### src/rtl/instr_fetch_if.sv
// ============================================================================
// instr_fetch_if : ROM, decode-handshake, redirect and halt signals of fetch
// Revision 1.0
// ============================================================================
`default_nettype none

interface instr_fetch_if;
  logic [7:0]  rom_addr;
  logic [15:0] rom_data;
  logic [15:0] instr;
  logic [7:0]  instr_pc;
  logic        instr_valid;
  logic        instr_ready;
  logic        redir_valid;
  logic [7:0]  redir_addr;
  logic        resume;
  logic        halted;

  modport master (
    output rom_addr, instr, instr_pc, instr_valid, halted,
    input  rom_data, instr_ready, redir_valid, redir_addr, resume
  );

  modport slave (
    input  rom_addr, instr, instr_pc, instr_valid, halted,
    output rom_data, instr_ready, redir_valid, redir_addr, resume
  );
endinterface

`default_nettype wire

### src/rtl/instr_fetch.sv
// ============================================================================
// instr_fetch : PC, ROM addressing, instruction register with valid/ready,
//               local JMP folding, STOP/HALT and execute redirects
// Revision 1.0
// ============================================================================
`default_nettype none

module instr_fetch #(
  parameter logic [7:0] RESET_PC = 8'h00,
  parameter bit         FOLD_JMP = 1'b1
) (
  input  wire logic     clk,
  input  wire logic     rst,
  instr_fetch_if.master bus
);

  localparam logic [4:0] c_OPC_JMP  = 5'h0C;
  localparam logic [4:0] c_OPC_STOP = 5'h1F;

  localparam logic [0:0] c_S_FETCH = 1'b0;
  localparam logic [0:0] c_S_HALT  = 1'b1;

  logic [7:0]  pc_q,       pc_d;
  logic [15:0] instr_q,    instr_d;
  logic [7:0]  instr_pc_q, instr_pc_d;
  logic        valid_q,    valid_d;
  logic [0:0]  state_q,    state_d;
  logic        halted_q,   halted_d;

  logic        w_load;
  logic        w_redirect;
  logic [4:0]  w_opcode;

  assign w_opcode   = bus.rom_data[15:11];
  assign w_redirect = (state_q == c_S_FETCH) && bus.redir_valid;
  assign w_load     = (state_q == c_S_FETCH) && (!valid_q || bus.instr_ready)
                      && !bus.redir_valid;

  always_comb begin
    pc_d       = pc_q;
    instr_d    = instr_q;
    instr_pc_d = instr_pc_q;
    valid_d    = valid_q;
    state_d    = state_q;

    if (w_redirect) begin
      // The held word is discarded even if decode takes it this cycle.
      pc_d    = bus.redir_addr;
      valid_d = 1'b0;
    end else if (w_load) begin
      instr_d    = bus.rom_data;
      instr_pc_d = pc_q;
      valid_d    = 1'b1;
      if (FOLD_JMP && (w_opcode == c_OPC_JMP)) begin
        pc_d = bus.rom_data[7:0];
      end else begin
        pc_d = pc_q + 8'd1;
      end
      if (w_opcode == c_OPC_STOP) begin
        state_d = c_S_HALT;
      end
    end else if (valid_q && bus.instr_ready) begin
      valid_d = 1'b0;
    end

    if (halted_q && bus.resume) begin
      state_d = c_S_FETCH;
    end

    // Computed from next-state values so halted always tracks HALT && empty.
    halted_d = (state_d == c_S_HALT) && !valid_d;
  end

  always_ff @(posedge clk) begin
    if (rst) begin
      pc_q       <= RESET_PC;
      instr_q    <= 16'h0000;
      instr_pc_q <= 8'h00;
      valid_q    <= 1'b0;
      state_q    <= c_S_FETCH;
      halted_q   <= 1'b0;
    end else begin
      pc_q       <= pc_d;
      instr_q    <= instr_d;
      instr_pc_q <= instr_pc_d;
      valid_q    <= valid_d;
      state_q    <= state_d;
      halted_q   <= halted_d;
    end
  end

  assign bus.rom_addr    = pc_q;
  assign bus.instr       = instr_q;
  assign bus.instr_pc    = instr_pc_q;
  assign bus.instr_valid = valid_q;
  assign bus.halted      = halted_q;

endmodule

`default_nettype wire

### src/flat_wrapper.sv
// flat-port wrapper written by rule: the top's interface ports become plain ports
module instr_fetch_flat 
#(
  parameter logic [7:0] RESET_PC = 8'h00,
  parameter bit         FOLD_JMP = 1'b1
)
  (clk, rst, bus_rom_addr, bus_instr, bus_instr_pc, bus_instr_valid, bus_halted, bus_rom_data, bus_instr_ready, bus_redir_valid, bus_redir_addr, bus_resume);
  instr_fetch_if bus_i ();
  input  wire logic clk;
  input  wire logic rst;
  output wire logic [$bits(bus_i.rom_addr)-1:0] bus_rom_addr;
  output wire logic [$bits(bus_i.instr)-1:0] bus_instr;
  output wire logic [$bits(bus_i.instr_pc)-1:0] bus_instr_pc;
  output wire logic [$bits(bus_i.instr_valid)-1:0] bus_instr_valid;
  output wire logic [$bits(bus_i.halted)-1:0] bus_halted;
  input wire logic [$bits(bus_i.rom_data)-1:0] bus_rom_data;
  input wire logic [$bits(bus_i.instr_ready)-1:0] bus_instr_ready;
  input wire logic [$bits(bus_i.redir_valid)-1:0] bus_redir_valid;
  input wire logic [$bits(bus_i.redir_addr)-1:0] bus_redir_addr;
  input wire logic [$bits(bus_i.resume)-1:0] bus_resume;
  assign bus_rom_addr = bus_i.rom_addr;
  assign bus_instr = bus_i.instr;
  assign bus_instr_pc = bus_i.instr_pc;
  assign bus_instr_valid = bus_i.instr_valid;
  assign bus_halted = bus_i.halted;
  assign bus_i.rom_data = bus_rom_data;
  assign bus_i.instr_ready = bus_instr_ready;
  assign bus_i.redir_valid = bus_redir_valid;
  assign bus_i.redir_addr = bus_redir_addr;
  assign bus_i.resume = bus_resume;
  instr_fetch #(.RESET_PC(RESET_PC), .FOLD_JMP(FOLD_JMP)) u_core (.clk(clk), .rst(rst), .bus(bus_i));
endmodule
### config.mk
export PLATFORM = sky130hd
export DESIGN_NAME = instr_fetch_flat
export DESIGN_NICKNAME = d
export VERILOG_FILES = /design/src/rtl/instr_fetch_if.sv /design/src/rtl/instr_fetch.sv /design/src/flat_wrapper.sv
export SDC_FILE = /design/constraint.sdc
export NUM_CORES = 1
export LEC_CHECK = 0
export CAP_MARGIN = 20
export CORE_MARGIN = 2
export CORE_UTILIZATION = 45
export DETAILED_ROUTE_END_ITERATION = 8
export PLACE_DENSITY = 0.9
export SLEW_MARGIN = 25
export SYNTH_ARGS = -nofsm -noshare
export SYNTH_HDL_FRONTEND = slang
export SYNTH_SLANG_ARGS = --single-unit
### constraint.sdc
create_clock -name clk -period 3 [get_ports clk]
set_input_delay 0.9 -clock clk [delete_from_list [all_inputs] [get_ports clk]]
set_output_delay 0.9 -clock clk [all_outputs]
set_load 0.05 [all_outputs]
# After elaboration in Yosys (flattened, before gate mapping)
# Index checks and enable logic that the tools add are counted.
# W data, S select, Z words.
[classes] n_eq_ne=2 add_sub_neg=1 n_mux=10 n_reduce_logical=12 n_bitwise=2
[op_table] cell="$mux W8" n=3
[op_table] cell="$add A8 B1 Y8 const B" n=1
[op_table] cell="$mux W1" n=7
[op_table] cell="$logic_and A1 B1 Y1" n=6
[op_table] cell="$eq A5 B4 Y1 const B" n=1
[op_table] cell="$eq A5 B5 Y1 const B" n=1
[op_table] cell="$logic_not A1 Y1" n=3
[op_table] cell="$not A1 Y1" n=2
[op_table] cell="$reduce_and A2 Y1" n=1
[op_table] cell="$reduce_bool A2 Y1" n=1
[op_table] cell="$logic_or A1 B1 Y1" n=1
[word_totals] wordCells=33 in_bits=29 regBits=35 out_inout_bits=34

# Depth between registers and ports, before layout
# Gate-level depths: netlist of the first run.
[depth] word_depth=8 depth_mapped=6 mapped_depth_nobuf=5

# Worst setup path after synthesis of the first run
# OpenSTA, ideal clock, no wires.
[synth_path] path_kind="input port to flip-flop" from="in bus_rom_data[11]" to="reg u_core.pc_q[0], in the netlist u_core.bus.rom_addr[0]" arrival_ps=1942 path_slack_ps=970 stages=4 path_cell_list="or4_1 > buf_2 > and2_1 > o32ai_2"
[synth_between] elab_chain_cells=4
[synth_lines] element="start, declared" line="flat_wrapper.sv:16" rtl="input wire logic [$bits(bus_i.rom_data)-1:0] bus_rom_data;"
[synth_lines] element="$eq A5 B4 Y1" line="instr_fetch.sv:54" rtl="if (FOLD_JMP && (w_opcode == c_OPC_JMP)) begin"
[synth_lines] element="$mux W8" line="instr_fetch.sv:54"
[synth_lines] element="$mux W8" line="instr_fetch.sv:50" rtl="end else if (w_load) begin"
[synth_lines] element="$mux W8" line="instr_fetch.sv:46" rtl="if (w_redirect) begin"
[synth_lines] element="end signal, assigned" line="instr_fetch.sv:83" rtl="pc_q <= pc_d;"
[synth_lines] element="end, declared" line="instr_fetch.sv:23" rtl="logic [7:0] pc_q, pc_d;"
# Every way passes these cells. The select of a mux whose other input is x is not followed.
# A chain may end at the register's enable or synchronous reset.

# Worst setup path after layout of the first run
[layout_path] from="reg u_core.pc_q[3], in the netlist u_core.bus.rom_addr[3]" to="out bus_rom_addr[3]"
[layout_lines] element="end, declared" line="flat_wrapper.sv:11" rtl="output wire logic [$bits(bus_i.rom_addr)-1:0] bus_rom_addr;"
# No word-level cell between the ends.

==> summary.txt, run 1 <==
STA
  • Final hold violation count: 0
  • RSZ-0062 raised after global routing: no
  • Fin worst setup slack: 382 ps
  • Max-slew violation count: 0
  • Fin crit period: 2620 ps
  • Setup violators final: 0
  • Fin Setup TNS: 0 ps
  • Maximum clock frequency: 382 MHz
  • Worst-Margin Slew: 619 ps
  • Clock skew: 14.9 ps
  • Period utilisation layout: 0.873
  • Slew Limit Headroom: 0.587

Clock tree
  • Clock sink count: 35
  • Clock transition at the registers of the reported paths: 110 ps
  • CTS buffer count: 5
  • Longest Clk Path Bufs: 2
  • Resized Gates After CTS: 0
  • Hold buffers post-CTS: 0
  • Clock tree root buffer cell: clkbuf_4
  • TritonCTS clock tree: yes
  • # H-tree levels: 2
  • Insertion delay to the later sink of the worst-skew pair: 360 ps
  • Post-CTS setup buffer count: 0

Critical path
  • Worst Setup End Kind: primary output
  • Worst path bufs/invs: 1
  • Worst Path Max Fanout: 7
  • Crit path DAT: 1720 ps
  • Highest-delay cell along the critical path: clkdlybuf4s50_1
  • Crit path required time: 2100 ps
  • CP Launch Type: register
  • Setup CP Type: reg -> out
  • Critical-path cell list: clkdlybuf4s50_1
  • Largest delay contributor family on the critical path: buffers and inverters
  • Crit-path max cell delay: 860 ps

Final layout
  • Diode count: 0
  • Layout cells sized above 1: 0.0637
  • Synth-to-layout area growth: 52.1%
  • Nets: 280
  • Fillers: 262

Run status
  • Status: completed

Synthesis
  • Ys flop type: dfxtp_1
  • Synth area leaders: dfxtp_1 48%, nand2_1 13%, a21oi_1 9.2%, a22oi_1 4.1%, nand3_1 2.7%
  • Syn_nets: 216
  • Top cells by count, synth: 51 x nand2_1, 35 x dfxtp_1, 27 x a21oi_1
  • Synth async-reset ratio: 0
  • Mean Syn Cell Area: 7.91 µm²
  • Most frequent cell after synthesis: nand2_1
  • Synthesis Warnings: 0
  • Sequential share of the synthesized area: 0.476
  • Cell taking the most area after synthesis: dfxtp_1
  • Yosys cell types: 27
  • Synth top area share: 0.476
  • Post-synthesis cell count: 186
  • Seq cells post-synth: 35
  • Post-synth EDFFs: 0
  • Mapped Area: 0.00147 mm²

Power and ir drop
  • Combinational share of power: 0.246
  • Switching pwr: 0.000367 W
  • Clock group share of total power: 0.311
  • Int Pwr: 0.000804 W
  • LEAKAGE: 0.814 nW
  • Flop pwr share: 0.443
  • Net Sw Frac: 0.313
  • Pwr dens: 523 mW/mm²
  • Peak VDD IR: 0.000369 V

Floorplan
  • Die area: 0.00374 mm²
  • Die width: 61.2 µm
  • Die Span Y: 61.2 µm
  • Initial core utilization: 0.478
  • Top Ports: 63
  • Row cnt: 20
  • Core ar.: 0.00308 mm²

Route
  • DR vias/cell: 5.29
  • WL final: 4080 µm
  • Via count: 1562
  • Initial DRC Count: 29
  • Final ANT Viol Nets: 0
  • DRT Pass-1 Iters: 4
  • Routed wire length per instance: 13.8 µm
  • Remaining DRCs: 0

GRT
  • Initial antenna violation count: 0
  • Largest net degree at the start of global routing: 25
  • Vias in the first global route: 1384
  • First-pass GRT wire length: 6420 µm
  • GR Overflow Total: 0
  • Total global-route track usage: 0.235

Flow run
  • Max-cap violations: 0

Placed design
  • DPL Wire Length: 2840 µm
  • Pre-CTS setup slack: 354 ps
  • Routability congestion estimate: 0.812
  • IO buf count: 62

Min path
  • Hold WC Path Type: reg -> reg
==> placed cells by master, fill, tap and decap left out <==
master	n
clkdlybuf4s50_1	62
nand2_1	51
dfxtp_1	35
a21oi_1	27
nor2_1	8
nand3_1	8
a22oi_1	8
nor3_1	7
buf_4	6
nor2b_1	5
clkbuf_4	5
o21a_1	4
o32ai_1	4
nand2b_1	2
xnor2_1	2
a31oi_1	2
nor3_2	1
and3_1	1
nor4_1	1
nand4_1	1
or4_1	1
inv_1	1
xor2_1	1
mux2i_1	1
o22ai_1	1
and2_1	1
o32ai_2	1
ha_1	1
bufinv_16	1
clkinv_2	1
clkbuf_8	1
==> power groups by stage <==
stage / combinational (W) / clock (W) / sequential, W
after floorplan: 0.0000767 / 0 / 0.000619
after global placement: 0.000282 / 0 / 0.000528
after detailed placement: 0.000285 / 0 / 0.000528
after CTS: 0.000288 / 0.000366 / 0.000518
after global routing: 0.000308 / 0.000386 / 0.000522
final: 0.000288 / 0.000364 / 0.000519
==> logic make-up after synthesis <==
family | after synthesis | share of synthesized area
buffers and inverters | 12 | 0.0332
AO/OA/AOI/OAI | 47 | 0.201
adder cells (fa/ha/maj) | 1 | 0.00850
XOR/XNOR | 3 | 0.0179
AND/OR/NAND/NOR | 87 | 0.257
multiplexers | 1 | 0.00680
flip-flops | 35 | 0.476
==> path summary, 6_finish.rpt <==
kind                          start                      to  slack (ps)  cells after the start
max          u_core.bus.rom_addr[3]         bus_rom_addr[3]         380                      1
min             u_core.bus.instr[6]     u_core.bus.instr[6]         460                      2
max reg2reg          u_core.state_q  u_core.bus.instr_pc[0]        1440                      5
min reg2reg     u_core.bus.instr[6]     u_core.bus.instr[6]         460                      2
==> flip-flops by register name, summed over array words and instances, names as in the netlist <==
signal,flops
u_core.bus.halted,1
u_core.bus.instr,16
u_core.bus.instr_pc,8
u_core.bus.instr_valid,1
u_core.bus.rom_addr,8
u_core.state_q,1
==> through the flow <==
stage                     total power (W)   util  cell area [µm²]  std cells  hold WS (ps)
after CTS                         0.00117  0.727             2240        295           463
after global routing              0.00122  0.727             2240        295           481
after floorplan                  0.000696      -             1470        186           512
after detailed placement         0.000814  0.699             2150        287           448
final                             0.00117  0.727             2240        295           461
after global placement           0.000810  0.699             2150        287           441
==> layer usage <==
| metal | vias up | GRT usage | part of all wire | wire (µm) |
|---|---|---|---|---|
| met5 | - | 0 | 0 | 0 |
| met4 | 0 | 0.0870 | 0.013 | 54 |
| met3 | 8 | 0.0882 | 0.069 | 282 |
| met2 | 47 | 0.368 | 0.48 | 1980 |
| met1 | 736 | 0.295 | 0.43 | 1760 |
| li1 | 771 | - | - | - |
==> final cells by class <==
class                   instances  area, µm²  area share
clock buffers                   6       51.3      0.0229
clock inverters                 2       35.0      0.0157
inverters                       1       3.75     0.00168
multi-input cells             139        727       0.325
flip-flops and latches         35        701       0.313
well taps                      44       55.1      0.0246
repair buffers                 68        666       0.297
Note: power is estimated with default switching activity, not from simulation.
==> run 2, diff against run 1 <==
Settings changed: GPL_TIMING_DRIVEN set to 0.
==> run 2 against run 1 <==
  * Final area down 2.0%
  * Highest routed layer unchanged
  * Via count down 0.19%
  * Combinational power down 1%
==> summary.txt, run 2 (same netlist as run 1, synthesis figures left out) <==
Run status
  • Status: completed (unchanged)

Critical path
  • Setup CP Type: reg -> out (unchanged)
  • Worst Setup End Kind: primary output (unchanged)
  • Crit path DAT: 1720 ps (about the same)
  • Worst Path Max Fanout: 7 (unchanged)
  • Largest delay contributor family on the critical path: buffers and inverters (unchanged)
  • Crit path required time: 2100 ps (about the same)
  • Critical-path cell list: clkdlybuf4s50_1 (unchanged)
  • CP Launch Type: register (unchanged)
  • Highest-delay cell along the critical path: clkdlybuf4s50_1 (unchanged)
  • Worst path bufs/invs: 1 (unchanged)
  • Crit-path max cell delay: 870 ps (was 860 ps)

Final layout
  • Nets: 284 (was 280)
  • Highest-count cells in the layout ignoring fill and taps: 61 x clkdlybuf4s50_1, 51 x nand2_1, 35 x dfxtp_1 (was 62 x clkdlybuf4s50_1, 51 x nand2_1, 35 x dfxtp_1)
  • Diode count: 0 (unchanged)
  • Leading cell type in the layout, fill and taps excluded: clkdlybuf4s50_1 (unchanged)
  • Layout cells sized above 1: 0.0431 (was 0.0637)
  • Synth-to-layout area growth: 49.1% (was 52.1%)
  • Max reg flops: 16 (unchanged)
  • Fillers: 253 (was 262)
  • Finished Core Util: 0.713 (was 0.727)

Clock tree
  • Hold buffers post-CTS: 0 (unchanged)
  • CTS buffer count: 5 (unchanged)
  • Post-CTS setup buffer count: 0 (unchanged)
  • Longest Clk Path Bufs: 2 (unchanged)
  • Clock transition at the registers of the reported paths: 100 ps (was 110 ps)
  • Clock sink count: 35 (unchanged)
  • Clock tree root buffer cell: clkbuf_4 (unchanged)
  • Insertion delay to the later sink of the worst-skew pair: 350 ps (was 360 ps)
  • Resized Gates After CTS: 0 (unchanged)
  • # H-tree levels: 2 (unchanged)
  • TritonCTS clock tree: yes (unchanged)

Route
  • DR vias/cell: 5.21 (was 5.29)
  • Via count: 1559 (was 1562)
  • Initial DRC Count: 52 (was 29)
  • DRT Pass-1 Iters: 5 (was 4)
  • Final ANT Viol Nets: 0 (unchanged)
  • WL final: 3980 µm (was 4080 µm)
  • Routed wire length per instance: 13.3 µm (was 13.8 µm)
  • Remaining DRCs: 0 (unchanged)

Floorplan
  • Die Span Y: 61.2 µm (unchanged)
  • Core ar.: 0.00308 mm² (unchanged)
  • Die area: 0.00374 mm² (unchanged)
  • Top Ports: 63 (unchanged)
  • Initial core utilization: 0.478 (unchanged)
  • Die width: 61.2 µm (unchanged)
  • Row cnt: 20 (unchanged)

STA
  • RSZ-0062 raised after global routing: no (unchanged)
  • Fin worst setup slack: 375 ps (was 382 ps)
  • Slew Limit Headroom: 0.579 (was 0.587)
  • Period utilisation layout: 0.875 (was 0.873)
  • Maximum clock frequency: 381 MHz (was 382 MHz)
  • Final hold violation count: 0 (unchanged)
  • Clock skew: 5.26 ps (was 14.9 ps)
  • Setup violators final: 0 (unchanged)
  • Fin Setup TNS: 0 ps (unchanged)
  • Worst-Margin Slew: 626 ps (was 619 ps)
  • Fin crit period: 2620 ps (about the same)
  • Max-slew violation count: 0 (unchanged)

GRT
  • Initial antenna violation count: 0 (unchanged)
  • GR Overflow Total: 0 (unchanged)
  • Largest net degree at the start of global routing: 11 (was 25)
  • Total global-route track usage: 0.216 (was 0.235)
  • First-pass GRT wire length: 5910 µm (was 6420 µm)
  • Vias in the first global route: 1379 (was 1384)

Placed design
  • IO buf count: 61 (was 62)
  • Pre-CTS setup slack: 204 ps (was 354 ps)
  • Routability congestion estimate: 0.831 (was 0.812)
  • DPL Wire Length: 2880 µm (was 2840 µm)

Power and ir drop
  • Overall power: 0.00105 W (was 0.00117 W)
  • Pwr dens: 479 mW/mm² (was 523 mW/mm²)
  • Peak VDD IR: 0.000279 V (was 0.000369 V)
  • LEAKAGE: 0.782 nW (was 0.814 nW)

Flow run
  • Max-cap violations: 0 (unchanged)

Min path
  • Hold WC Path Type: reg -> reg (unchanged)
==> run 2: changes by cell type in the layout (fill, tap and decap cells not counted), sizes merged <==
| cell | before | now |
|---|---|---|
| bufinv | 1 | 0 |
| buf | 6 | 4 |
| clkdlybuf4s50 | 62 | 61 |
| clkbuf | 6 | 14 |
==> run 2: worst reg2reg max path, cell delays in order (launching register included) <==
cell      delay [ps]
dfxtp_1          360
nor2b_1          210
clkbuf_1         420
a21oi_1          220
a22oi_1          220
o32ai_2          110
==> run 2: cell type report <==
cell class	instances	area [µm²]	area share
Inverter	1	3.75	0.00171
Tap cell	44	55.1	0.0251
Clock buffer	7	45.0	0.0205
Sequential cell	35	701	0.319
Timing Repair Buffer	61	611	0.278
Multi-Input combinational cell	139	728	0.332
Clock inverter	1	5.00	0.00228
Buffer	11	45.0	0.0205
==> run 2: stage by stage <==
| stage | cells | hold WS [ps] | cell area, µm² |
|---|---|---|---|
| final | 299 | 457 | 2190 |
| after global routing | 299 | 484 | 2190 |
| after CTS | 299 | 460 | 2190 |
| after detailed placement | 291 | 446 | 2140 |
| after global placement | 291 | 441 | 2140 |
| after floorplan | 186 | 512 | 1470 |
==> run 2: metal layers <==
| metal | share of wire | vias up | routed length (µm) | track usage |
|---|---|---|---|---|
| met1 | 0.41 | 709 | 1630 | 0.243 |
| met2 | 0.48 | 59 | 1900 | 0.366 |
| met5 | 0 | - | 0 | 0 |
| met3 | 0.094 | 9 | 376 | 0.0672 |
| met4 | 0.019 | 0 | 76 | 0.112 |
| li1 | - | 782 | - | - |
==> run 2: path summary, 6_finish.rpt <==
check / cells past startpoint / end / start / slack, ps
max reg2reg: 5 / u_core.bus.rom_addr[0] / u_core.state_q / 1330
min reg2reg: 2 / u_core.bus.instr[11] / u_core.bus.instr[11] / 460
max: 1 / bus_rom_addr[3] / u_core.bus.rom_addr[3] / 380
min: 2 / u_core.bus.instr[11] / u_core.bus.instr[11] / 460
==> run 2: where the power goes <==
group | total [W] | switching (W) | internal (W)
clock | 0.000249 | 0.000158 | 0.0000912
sequential | 0.000518 | 0.0000258 | 0.000492
combinational | 0.000284 | 0.000172 | 0.000112
